<file path="config.mk">
export PLATFORM = sky130hd
export DESIGN_NAME = led_bank_arbiter
export DESIGN_NICKNAME = d
export VERILOG_FILES = /design/src/rtl/led_bank_arbiter.sv
export SDC_FILE = /design/constraint.sdc
export NUM_CORES = 1
export LEC_CHECK = 0
export BUFFER_PORTS_ARGS = -buffer_cell sky130_fd_sc_hd__buf_2
export CAP_MARGIN = 20
export CORE_AREA = 2 2 90 92
export DETAILED_ROUTE_END_ITERATION = 10
export DIE_AREA = 0 0 92 94
export SLEW_MARGIN = 10
export SYNTH_ARGS = -nofsm -noshare
export SYNTH_HDL_FRONTEND = slang
export SYNTH_SLANG_ARGS = --single-unit
export TNS_END_PERCENT = 50
</file>
<file path="constraint.sdc">
create_clock -name clk -period 4.5 [get_ports clk]
set_input_delay 0.225 -clock clk [delete_from_list [all_inputs] [get_ports clk]]
set_output_delay 0.225 -clock clk [all_outputs]
set_load 0.03 [all_outputs]
</file>
<file path="src/rtl/led_bank_arbiter.sv">
// rtl/led_bank_arbiter.sv - round-robin LED bank arbiter with min/max display hold
module led_bank_arbiter #(
  parameter int NREQ     = 3,
  parameter int NLED     = 9,
  parameter int PRESC_W  = 18,
  parameter int MIN_HOLD = 2,
  parameter int MAX_HOLD = 8
) (
  input  logic                 clk,
  input  logic                 resetn,
  input  logic [NREQ-1:0]      req,
  input  logic [NREQ*NLED-1:0] pat,
  output logic [NREQ-1:0]      gnt,
  output logic [NLED-1:0]      leds,
  output logic                 tick
);

  localparam int LW = (NREQ > 1) ? $clog2(NREQ) : 1;
  localparam int HW = $clog2(MAX_HOLD + 1);
  localparam logic [HW-1:0] MIN_H = HW'(MIN_HOLD);
  localparam logic [HW-1:0] MAX_H = HW'(MAX_HOLD);
  localparam logic [LW-1:0] LAST_RST = LW'(NREQ - 1);

  typedef enum logic {IDLE, GRANT} state_t;

  state_t            state, state_nxt;
  logic [PRESC_W-1:0] presc;
  logic              hb;
  logic [HW-1:0]     hold_cnt, hold_nxt;
  logic [LW-1:0]     last, last_nxt;
  logic [NREQ-1:0]   gnt_nxt;
  logic [NLED-1:0]   leds_nxt;
  logic [NREQ-1:0]   own_mask;
  logic              others;
  logic              release_now;
  logic [LW:0]       pick;

  // Round-robin scan starting after base; optionally excludes base itself.
  // Returns {found, index}; the lowest scan offset wins.
  function automatic logic [LW:0] rr_pick(input logic [NREQ-1:0] r,
                                          input logic [LW-1:0]   base,
                                          input logic            skip_base);
    logic [LW:0] res;
    int          idx;
    res = '0;
    for (int k = NREQ; k >= 1; k--) begin
      idx = (int'(base) + k) % NREQ;
      if (r[idx] && !(skip_base && k == NREQ))
        res = {1'b1, LW'(idx)};
    end
    return res;
  endfunction

  // While granted, last holds the current owner.
  assign own_mask    = NREQ'(1) << last;
  assign others      = |(req & ~own_mask);
  assign release_now = (!req[last] && hold_cnt >= MIN_H) ||
                       (hold_cnt >= MAX_H && others);

  // Free-running prescaler; tick is the registered wrap pulse, hb the idle heartbeat.
  always_ff @(posedge clk or negedge resetn) begin
    if (!resetn) begin
      presc <= '0;
      tick  <= 1'b0;
      hb    <= 1'b0;
    end else begin
      presc <= presc + 1'b1;
      tick  <= &presc;
      if (tick) hb <= ~hb;
    end
  end

  // Arbiter state and registered outputs.
  always_ff @(posedge clk or negedge resetn) begin
    if (!resetn) begin
      state    <= IDLE;
      gnt      <= '0;
      leds     <= '0;
      hold_cnt <= '0;
      last     <= LAST_RST;
    end else begin
      state    <= state_nxt;
      gnt      <= gnt_nxt;
      leds     <= leds_nxt;
      hold_cnt <= hold_nxt;
      last     <= last_nxt;
    end
  end

  // Next-state: pick, hold, release and regrant decisions.
  always_comb begin
    state_nxt = state;
    gnt_nxt   = gnt;
    leds_nxt  = leds;
    hold_nxt  = hold_cnt;
    last_nxt  = last;
    pick      = '0;
    case (state)
      IDLE: begin
        leds_nxt = {{(NLED-1){1'b0}}, hb};
        pick     = rr_pick(req, last, 1'b0);
        if (pick[LW]) begin
          state_nxt = GRANT;
          gnt_nxt   = NREQ'(1) << pick[LW-1:0];
          last_nxt  = pick[LW-1:0];
          hold_nxt  = '0;
        end
      end
      GRANT: begin
        // A dropped request freezes the display at its last pattern.
        if (req[last])
          leds_nxt = pat[int'(last)*NLED +: NLED];
        if (release_now) begin
          hold_nxt = '0;
          if (others) begin
            // Direct handover: no idle gap between owners.
            pick     = rr_pick(req, last, 1'b1);
            gnt_nxt  = NREQ'(1) << pick[LW-1:0];
            last_nxt = pick[LW-1:0];
          end else begin
            state_nxt = IDLE;
            gnt_nxt   = '0;
          end
        end else if (tick && hold_cnt < MAX_H) begin
          hold_nxt = hold_cnt + 1'b1;
        end
      end
      default: begin
        state_nxt = IDLE;
        gnt_nxt   = '0;
      end
    endcase
  end

endmodule
</file>
**After elaboration in Yosys (flattened, before gate mapping)**

Cells that the tools add are included.

- Add/sub/neg operators: 5
- $mul: 1
- Divide/modulo/power cells: 3
- Magnitude comparators: 7
- Equal/unequal tests: 5
- Shifts and indexed selects: 4
- Multiplexer cells: 38
- Bitwise logic cells: 4
- Reduce and logical (&&, ||, !) cells: 10

Operator list:

| cell | count |
|---|---|
| < comparator 32 x 4 -> 1 bit, second input constant | 3 |
| modulo 32 x 3 -> 32 bit, second input constant | 3 |
| variable part select 27 x 7 -> 9 bit | 1 |
| two-way mux 3 bit | 7 |
| adder 18 x 1 -> 18 bit, second input constant | 1 |
| one-hot mux 9 bit (2 select lines) | 1 |
| AND reduction 18 bit | 1 |
| two-way mux 2 bit | 8 |
| two-way mux 4 bit | 3 |
| two-way mux 1 bit | 10 |
| two-way mux 9 bit | 1 |
| << shifter 1 x 2 -> 3 bit, first input constant | 3 |
| binary-select mux 1 bit (select 2 bit) | 4 |
| != test 2 x 1 -> 1 bit, second input constant | 4 |
| one-hot mux 4 bit (2 select lines) | 1 |
| adder 2 x 2 -> 3 bit, second input constant | 2 |
| multiplier 2 x 4 -> 6 bit, second input constant | 1 |
| one-hot mux 3 bit (2 select lines) | 1 |
| adder 4 x 1 -> 4 bit, second input constant | 1 |
| >= comparator 4 x 2 -> 1 bit, second input constant | 1 |
| >= comparator 4 bit, second input constant | 1 |
| < comparator 4 bit, second input constant | 1 |
| one-hot mux 2 bit (2 select lines) | 1 |
| AND reduction 2 bit | 2 |
| 12 further kinds | 15 |

- Bits in registers: 39
- Bits of input ports: 32
- Output and inout bits: 13
- Word-level logic and storage cells: 85

**Longest topological paths before layout**

Gate-level depths: netlist of run 1.

- Depth in word-level cells: 14
- Mapped depth: 12
- Mapped depth without buffers: 8

**Worst setup path before layout of run 1**

No wires, ideal clock.

- Path type: flip-flop to flip-flop
- From: register last[0]
- To: register last[0]
- Setup time: 0.125 ns
- Arrival: 3.206 ns
- Required time: 4.375 ns
- Slack: 1.169 ns
- Cell stages (with the launch flop): 13
- Path buffers: 4
- Clock period less this slack: 3.331 ns
- Cells stage by stage: dfrtp_1 > clkbuf_1 > buf_1 > inv_1 > ha_1 > buf_6 > mux2_4 > a22o_1 > or4_4 > and2_4 > buf_6 > nand2_4 > mux2_4

- Longest elaborated chain between the ends: 13
- Elaborated cells on any way between the ends: 42
- Those cells by class: add/sub (3); div (3); eq/ne (3); shift (1); mux (24); bitwise (2); reduce/logical (6)

Ends and longest elaborated chain:

| item | RTL line | text |
|---|---|---|
| start: declaration | 30 | `logic [LW-1:0] last, last_nxt;` |
| start signal: assignment | 86 | `last <= last_nxt;` |
| adder 2 x 2 -> 3 bit | 47 | `idx = (int'(base) + k) % NREQ;` |
| modulo 32 x 3 -> 32 bit | 47 |  |
| binary-select mux 1 bit (select 2 bit) | 48 | `if (r[idx] && !(skip_base && k == NREQ))` |
| two-way mux 1 bit (not written as such) (2 in a row) | 48 |  |
| two-way mux 2 bit (2 in a row) | 48 |  |
| two-way mux 2 bit | 115 | `if (others) begin` |
| two-way mux 2 bit | 113 | `if (release_now) begin` |
| two-way mux 2 bit | 98 | `case (state)` |
| two-way mux 2 bit | 115 |  |
| two-way mux 2 bit | 113 |  |
| one-hot mux 2 bit (2 select lines) | 98 |  |

Parallel ways exist; a longest one is shown, timed or not. The select of a mux whose other input is x is not followed.
A chain may end at the register's enable or synchronous reset.

**Final worst setup path of run 1**

Same ends and word-level chain as after synthesis.

==> impl_metrics.toml, run 1 <==
[synth]
yosys_warnings = 0
ys_seq_area_frac = 0.434
ys_ff_latch = 39
synth_cell_types = 40
postSynthCellCount = 228
async_flop_share = 1.00
avgSynthCellArea_um2 = 9.88
synth_ff_type = "dfrtp_1"
synth-edff-count = 0
mappedNetlistArea_um2 = 2250
synth_nets = 268

[setup_path]
start_kind = "flop"
crit_start = "last[0]"
required_ps = 4680
path_max_fanout = 16
crit_arrival_ps = 3510
r2r_cells = 8
criticalPathCategory = "reg2reg"
r2r-start = "last[0]"
cp-end-kind = "flop"

[finish]
final_cell_mix = "buf_2 (44), dfrtp_1 (38), nand2_1 (24)"
areaGrowthSynthToFinish_pct = 18.3
final_nets = 307
layout_commonest_cell = "buf_2"
drive_gt1_frac = 0.224
nFillCells = 789
diodes = 0

[sta]
fin_crit_ps = 3330
final-max-slew-violation-count = 0
clock_skew_ps = 4.32
tightest_slew_ps = 821
min_period_over_period = 0.740
rsz0062_at_grt = "no"
timing.fmax_mhz = 300
finalSetupViolCount = 0
tns_ps = 0
report.final.hold_viol_count = 0
whs_ps = 20.2
maxSlewHeadroom = 0.453

[drt]
routedWlPerCell_um = 12.4
dr_wl_met3_um = 242
drt-met1-wl_mm = 2.17
drtAntennaViolNets = 0
first_pass_iters = 4
wl_met2_mm = 2.11
vias = 1766
drt-vias-per-instance = 4.77
first_iter_violations = 73
top_layer_used = "met4"
drc = 0
wl_mm = 4.58

[power]
p_leak_nw = 1.23
p_int_mw = 0.886
combPwrFrac = 0.465
power.switching_mw = 0.622
powerDensity_nw_per_um2 = 566
pwr-share-clk = 0.204
p_sw_frac = 0.412
seqPwrFrac = 0.332
vdd_drop_max_uv = 170

[clock_tree]
clk_path_buf_depth = 2
cts_hold_buf = 0
cts-root-buf = "clkbuf_8"
cts_buffers = 5
h-tree-depth = 2
cts_tree = "done"
cts_setup_buffers = 0
clock_latency_ps = 290
clkTransAtPathRegs_ps = 80
cts-resized-gates = 0
clock-sinks = 39

[global_routing]
grt_usage = 0.108
grt_antenna_before_repair = 0
grt_pass1_vias = 1686
overflow = 0
grt_pass1_wl_mm = 7.55
grt_max_degree = 40

[placement]
dp.final_hpwl_mm = 3.39
gp_congestion = 0.877
port-buffer-count = 44

[run_status]
status = "finished clean"

[floorplanning]
start_util = 0.296
die_area_um2 = 8650
core-area_um2 = 7610
io_pins = 45
rows = 32
fp.dieW_um = 92
die_h_um = 94

[job]
max_cap_viol_count = 0

[worst_hold_path]
hold_class = "in2async"
-- critical path: stages, from the launching register on --
cell	delay [ps]
dfrtp_1	810
inv_1	200
ha_1	570
mux2i_1	270
o21ai_0	210
or4_4	580
and2_4	200
nand2_4	80
mux2_4	290
-- Yosys cell counts (2+ instances only) --
cell type | count | share of area
buf_6 | 2 | 0.010
and3_1 | 5 | 0.014
mux2_4 | 3 | 0.020
o21ai_0 | 11 | 0.024
nand4_1 | 4 | 0.011
nor3_1 | 2 | 0.0044
o211ai_1 | 12 | 0.040
nand3_1 | 9 | 0.020
nand2_1 | 24 | 0.040
nand2b_1 | 3 | 0.0083
o221ai_1 | 2 | 0.0078
nor2_1 | 13 | 0.022
nor2b_1 | 2 | 0.0056
inv_1 | 11 | 0.018
a21oi_1 | 6 | 0.013
o211a_1 | 8 | 0.036
a31oi_1 | 2 | 0.0056
or3_1 | 4 | 0.011
clkbuf_1 | 9 | 0.015
a32oi_1 | 2 | 0.0078
xnor2_1 | 12 | 0.047
mux2i_1 | 13 | 0.058
xor2_1 | 5 | 0.019
o31a_1 | 3 | 0.012
dfrtp_1 | 38 | 0.42
ha_1 | 8 | 0.044
nand3b_1 | 2 | 0.0067
-- registers in the layout (all words and copies together), names as in the netlist --
| signal | count |
|---|---|
| hb | 1 |
| tick | 1 |
| last | 2 |
| leds | 9 |
| state | 1 |
| gnt | 3 |
| presc | 18 |
| hold_cnt | 4 |
-- per-stage QoR --
| step | instance area (µm²) | setup WS [ps] | std cells | power (mW) | util |
|---|---|---|---|---|---|
| after floorplan | 2250 | 1170 | 228 | 1.04 | - |
| after global placement | 2540 | 1310 | 362 | 1.20 | 0.334 |
| after detailed placement | 2540 | 1200 | 362 | 1.21 | 0.334 |
| after CTS | 2660 | 1180 | 370 | 1.52 | 0.350 |
| after global routing | 2660 | 977 | 370 | 1.61 | 0.350 |
| final | 2660 | 1170 | 370 | 1.51 | 0.350 |
-- worst paths after layout --
check,end,slack [ps]
min in group clk,leds[1],310
min reg2reg,hb,470
max in group asynchronous,gnt[2],3960
min,presc[0],20
max reg2reg,last[0],1170
max,last[0],1170
-- metal layers --
| metal | GRT usage | vias to the layer above |
|---|---|---|
| li1 | - | 889 |
| met1 | 0.137 | 837 |
| met2 | 0.176 | 36 |
| met3 | 0.0377 | 4 |
| met4 | 0.0323 | 0 |
| met5 | 0 | - |
-- kinds of logic (layout without fill, tap and decap cells) --
group | after synthesis | after routing | share of synthesized area
AND/OR/NAND/NOR | 74 | 74 | 0.169
AO/OA/AOI/OAI | 50 | 50 | 0.162
flip-flops | 39 | 39 | 0.434
buffers and inverters | 24 | 64 | 0.0472
XOR/XNOR | 17 | 17 | 0.0661
multiplexers | 16 | 16 | 0.0778
adder cells (fa/ha/maj) | 8 | 8 | 0.0444
-- power by group through the flow --
| stage | registers, mW | clock network [mW] | logic (mW) |
|---|---|---|---|
| 6_report | 0.500 | 0.307 | 0.701 |
| 5_1_grt | 0.514 | 0.332 | 0.768 |
| 4_1_cts | 0.502 | 0.316 | 0.706 |
| 3_5_place_dp | 0.509 | 0 | 0.701 |
| 3_3_place_gp | 0.507 | 0 | 0.695 |
| 2_1_floorplan | 0.578 | 0 | 0.467 |
-- layout make-up --
cell class | count | area, µm² | area share
multi-input combinational | 165 | 1170 | 0.439
sequential | 39 | 977 | 0.367
timing repair buffer | 45 | 228 | 0.0855
tap | 102 | 128 | 0.0479
clock buffer | 6 | 82.6 | 0.0310
inverter | 11 | 41.3 | 0.0155
clock inverter | 2 | 38.8 | 0.0146
No activity file was read; power rests on OpenSTA's default activity.
==> run 2, diff against run 1 <==
==> constraint.sdc (replaced) <==
create_clock -name clk -period 3.48 [get_ports clk]
set_input_delay 0.174 -clock clk [delete_from_list [all_inputs] [get_ports clk]]
set_output_delay 0.174 -clock clk [all_outputs]
set_load 0.03 [all_outputs]
==> impl_metrics.toml, run 2 (synthesis gave the netlist of run 1 again) <==
[drt]
wl_mm = 4.58
drt-vias-per-instance = 4.74
vias = 1762
first_iter_violations = 92
drc = 0
drtAntennaViolNets = 0
first_pass_iters = 5
routedWlPerCell_um = 12.3

[sta]
tns_ps = 0
final-max-slew-violation-count = 0
maxSlewHeadroom = 0.439
whs_ps = -15.7
setup_ws_ps = 577
finalSetupViolCount = 0
fin_crit_ps = 2900
tightest_slew_ps = 841
min_period_over_period = 0.834
clock_skew_ps = 5.47
rsz0062_at_grt = "no"
report.final.hold_viol_count = 38
timing.fmax_mhz = 344

[global_routing]
grt_pass1_vias = 1732
grt_max_degree = 40
grt_pass1_wl_mm = 7.81
grt_antenna_before_repair = 0
grt_usage = 0.111
overflow = 0

[floorplanning]
io_pins = 45
fp.dieW_um = 92
start_util = 0.296
die_area_um2 = 8650
core-area_um2 = 7610
die_h_um = 94
rows = 32

[finish]
final_cell_mix = "buf_2 (44), dfrtp_1 (38), nand2_1 (24)"
largest_reg_flops = 18
multi_input_area_um2 = 1170
layout_commonest_cell = "buf_2"
drive_gt1_frac = 0.226
reg_top3 = "presc: 18 flops, leds: 9 flops, hold_cnt: 4 flops"
seqCellArea_um2 = 977
fin_cells = 372
areaGrowthSynthToFinish_pct = 17.3
diodes = 0
regMostFlops = "presc"
nFillCells = 794
final_nets = 309

[clock_tree]
clock_latency_ps = 290
cts-resized-gates = 0
cts_setup_buffers = 0
clock-sinks = 39
cts_buffers = 5
clk_path_buf_depth = 2
h-tree-depth = 2
cts_hold_buf = 0
clkTransAtPathRegs_ps = 80
cts-root-buf = "clkbuf_8"
cts_tree = "done"

[placement]
dp_slack_ps = 604
gp_congestion = 0.832
dp.cells = 364
port-buffer-count = 44
dp.final_hpwl_mm = 3.35

[power]
vdd_drop_max_uv = 181
powerDensity_nw_per_um2 = 705
p_leak_nw = 1.22

[job]
max_cap_viol_count = 0

[setup_path]
required_ps = 3660
criticalPathCategory = "reg2reg"
cp-end-kind = "flop"
path_max_fanout = 12
crit_arrival_ps = 3090
start_kind = "flop"
r2r_cells = 8

[run_status]
violations = "hold timing"
status = "finished, violations left"

[worst_hold_path]
hold_class = "in2async"
## run 2: changes by cell type in the layout (fill, tap and decap cells not counted)
cell        previous run  this run
clkbuf_1               0         1
clkinv_2               0         1
clkbuf_8               6         5
buf_4                  1         3
bufinv_16              1         0
inv_6                  1         0
clkinvlp_4             0         1
## run 2: cell type report
cell class / count / area share
Tap cell: 102 / 0.0483
Timing Repair Buffer: 47 / 0.0919
Clock inverter: 2 / 0.00473
Clock buffer: 6 / 0.0275
Sequential cell: 39 / 0.370
Inverter: 11 / 0.0156
Multi-Input combinational cell: 165 / 0.442
## run 2: metrics by stage
stage / util / hold slack (ps) / total power, mW / area [µm²]
after detailed placement: 0.336 / 340 / 1.58 / 2560
after floorplan: - / -122 / 1.35 / 2250
after CTS: 0.347 / 24.0 / 1.89 / 2640
after global placement: 0.336 / 324 / 1.57 / 2560
after global routing: 0.347 / 66.4 / 2.00 / 2640
final: 0.347 / -15.7 / 1.86 / 2640
## run 2: path summary, 6_finish.rpt
check	end	slack (ps)	start
worst max-delay path	last[0]	580	last[1]
worst min-delay path	presc[0]	-20	resetn
worst max register to register	last[0]	580	last[1]
worst min register to register	presc[16]	470	presc[16]
max in group asynchronous	presc[8]	2970	resetn
min in group clk	leds[4]	250	pat[22]
## run 2: power breakdown
part / leakage [nW] / switching [mW] / total (mW) / internal, mW
clock network: 0.0412 / 0.159 / 0.299 / 0.140
logic: 0.689 / 0.593 / 0.968 / 0.375
registers: 0.490 / 0.0497 / 0.596 / 0.547
total: 1.22 / 0.801 / 1.86 / 1.06
## run 2: metal layers
metal / track usage / up-vias / share of wire
li1: - / 892 / -
met1: 0.151 / 829 / 0.48
met2: 0.174 / 35 / 0.47
met3: 0.0281 / 6 / 0.043
met4: 0.0373 / 0 / 0.012
met5: 0 / - / 0
## run 2: worst max-delay path, cell delays in order (launching register included)
cell and delay, ps:
dfstp_2 550, inv_1 80, ha_1 510, mux2i_1 260, o21ai_0 220, or4_4 590
and2_4 200, nand2_4 80, mux2_4 290
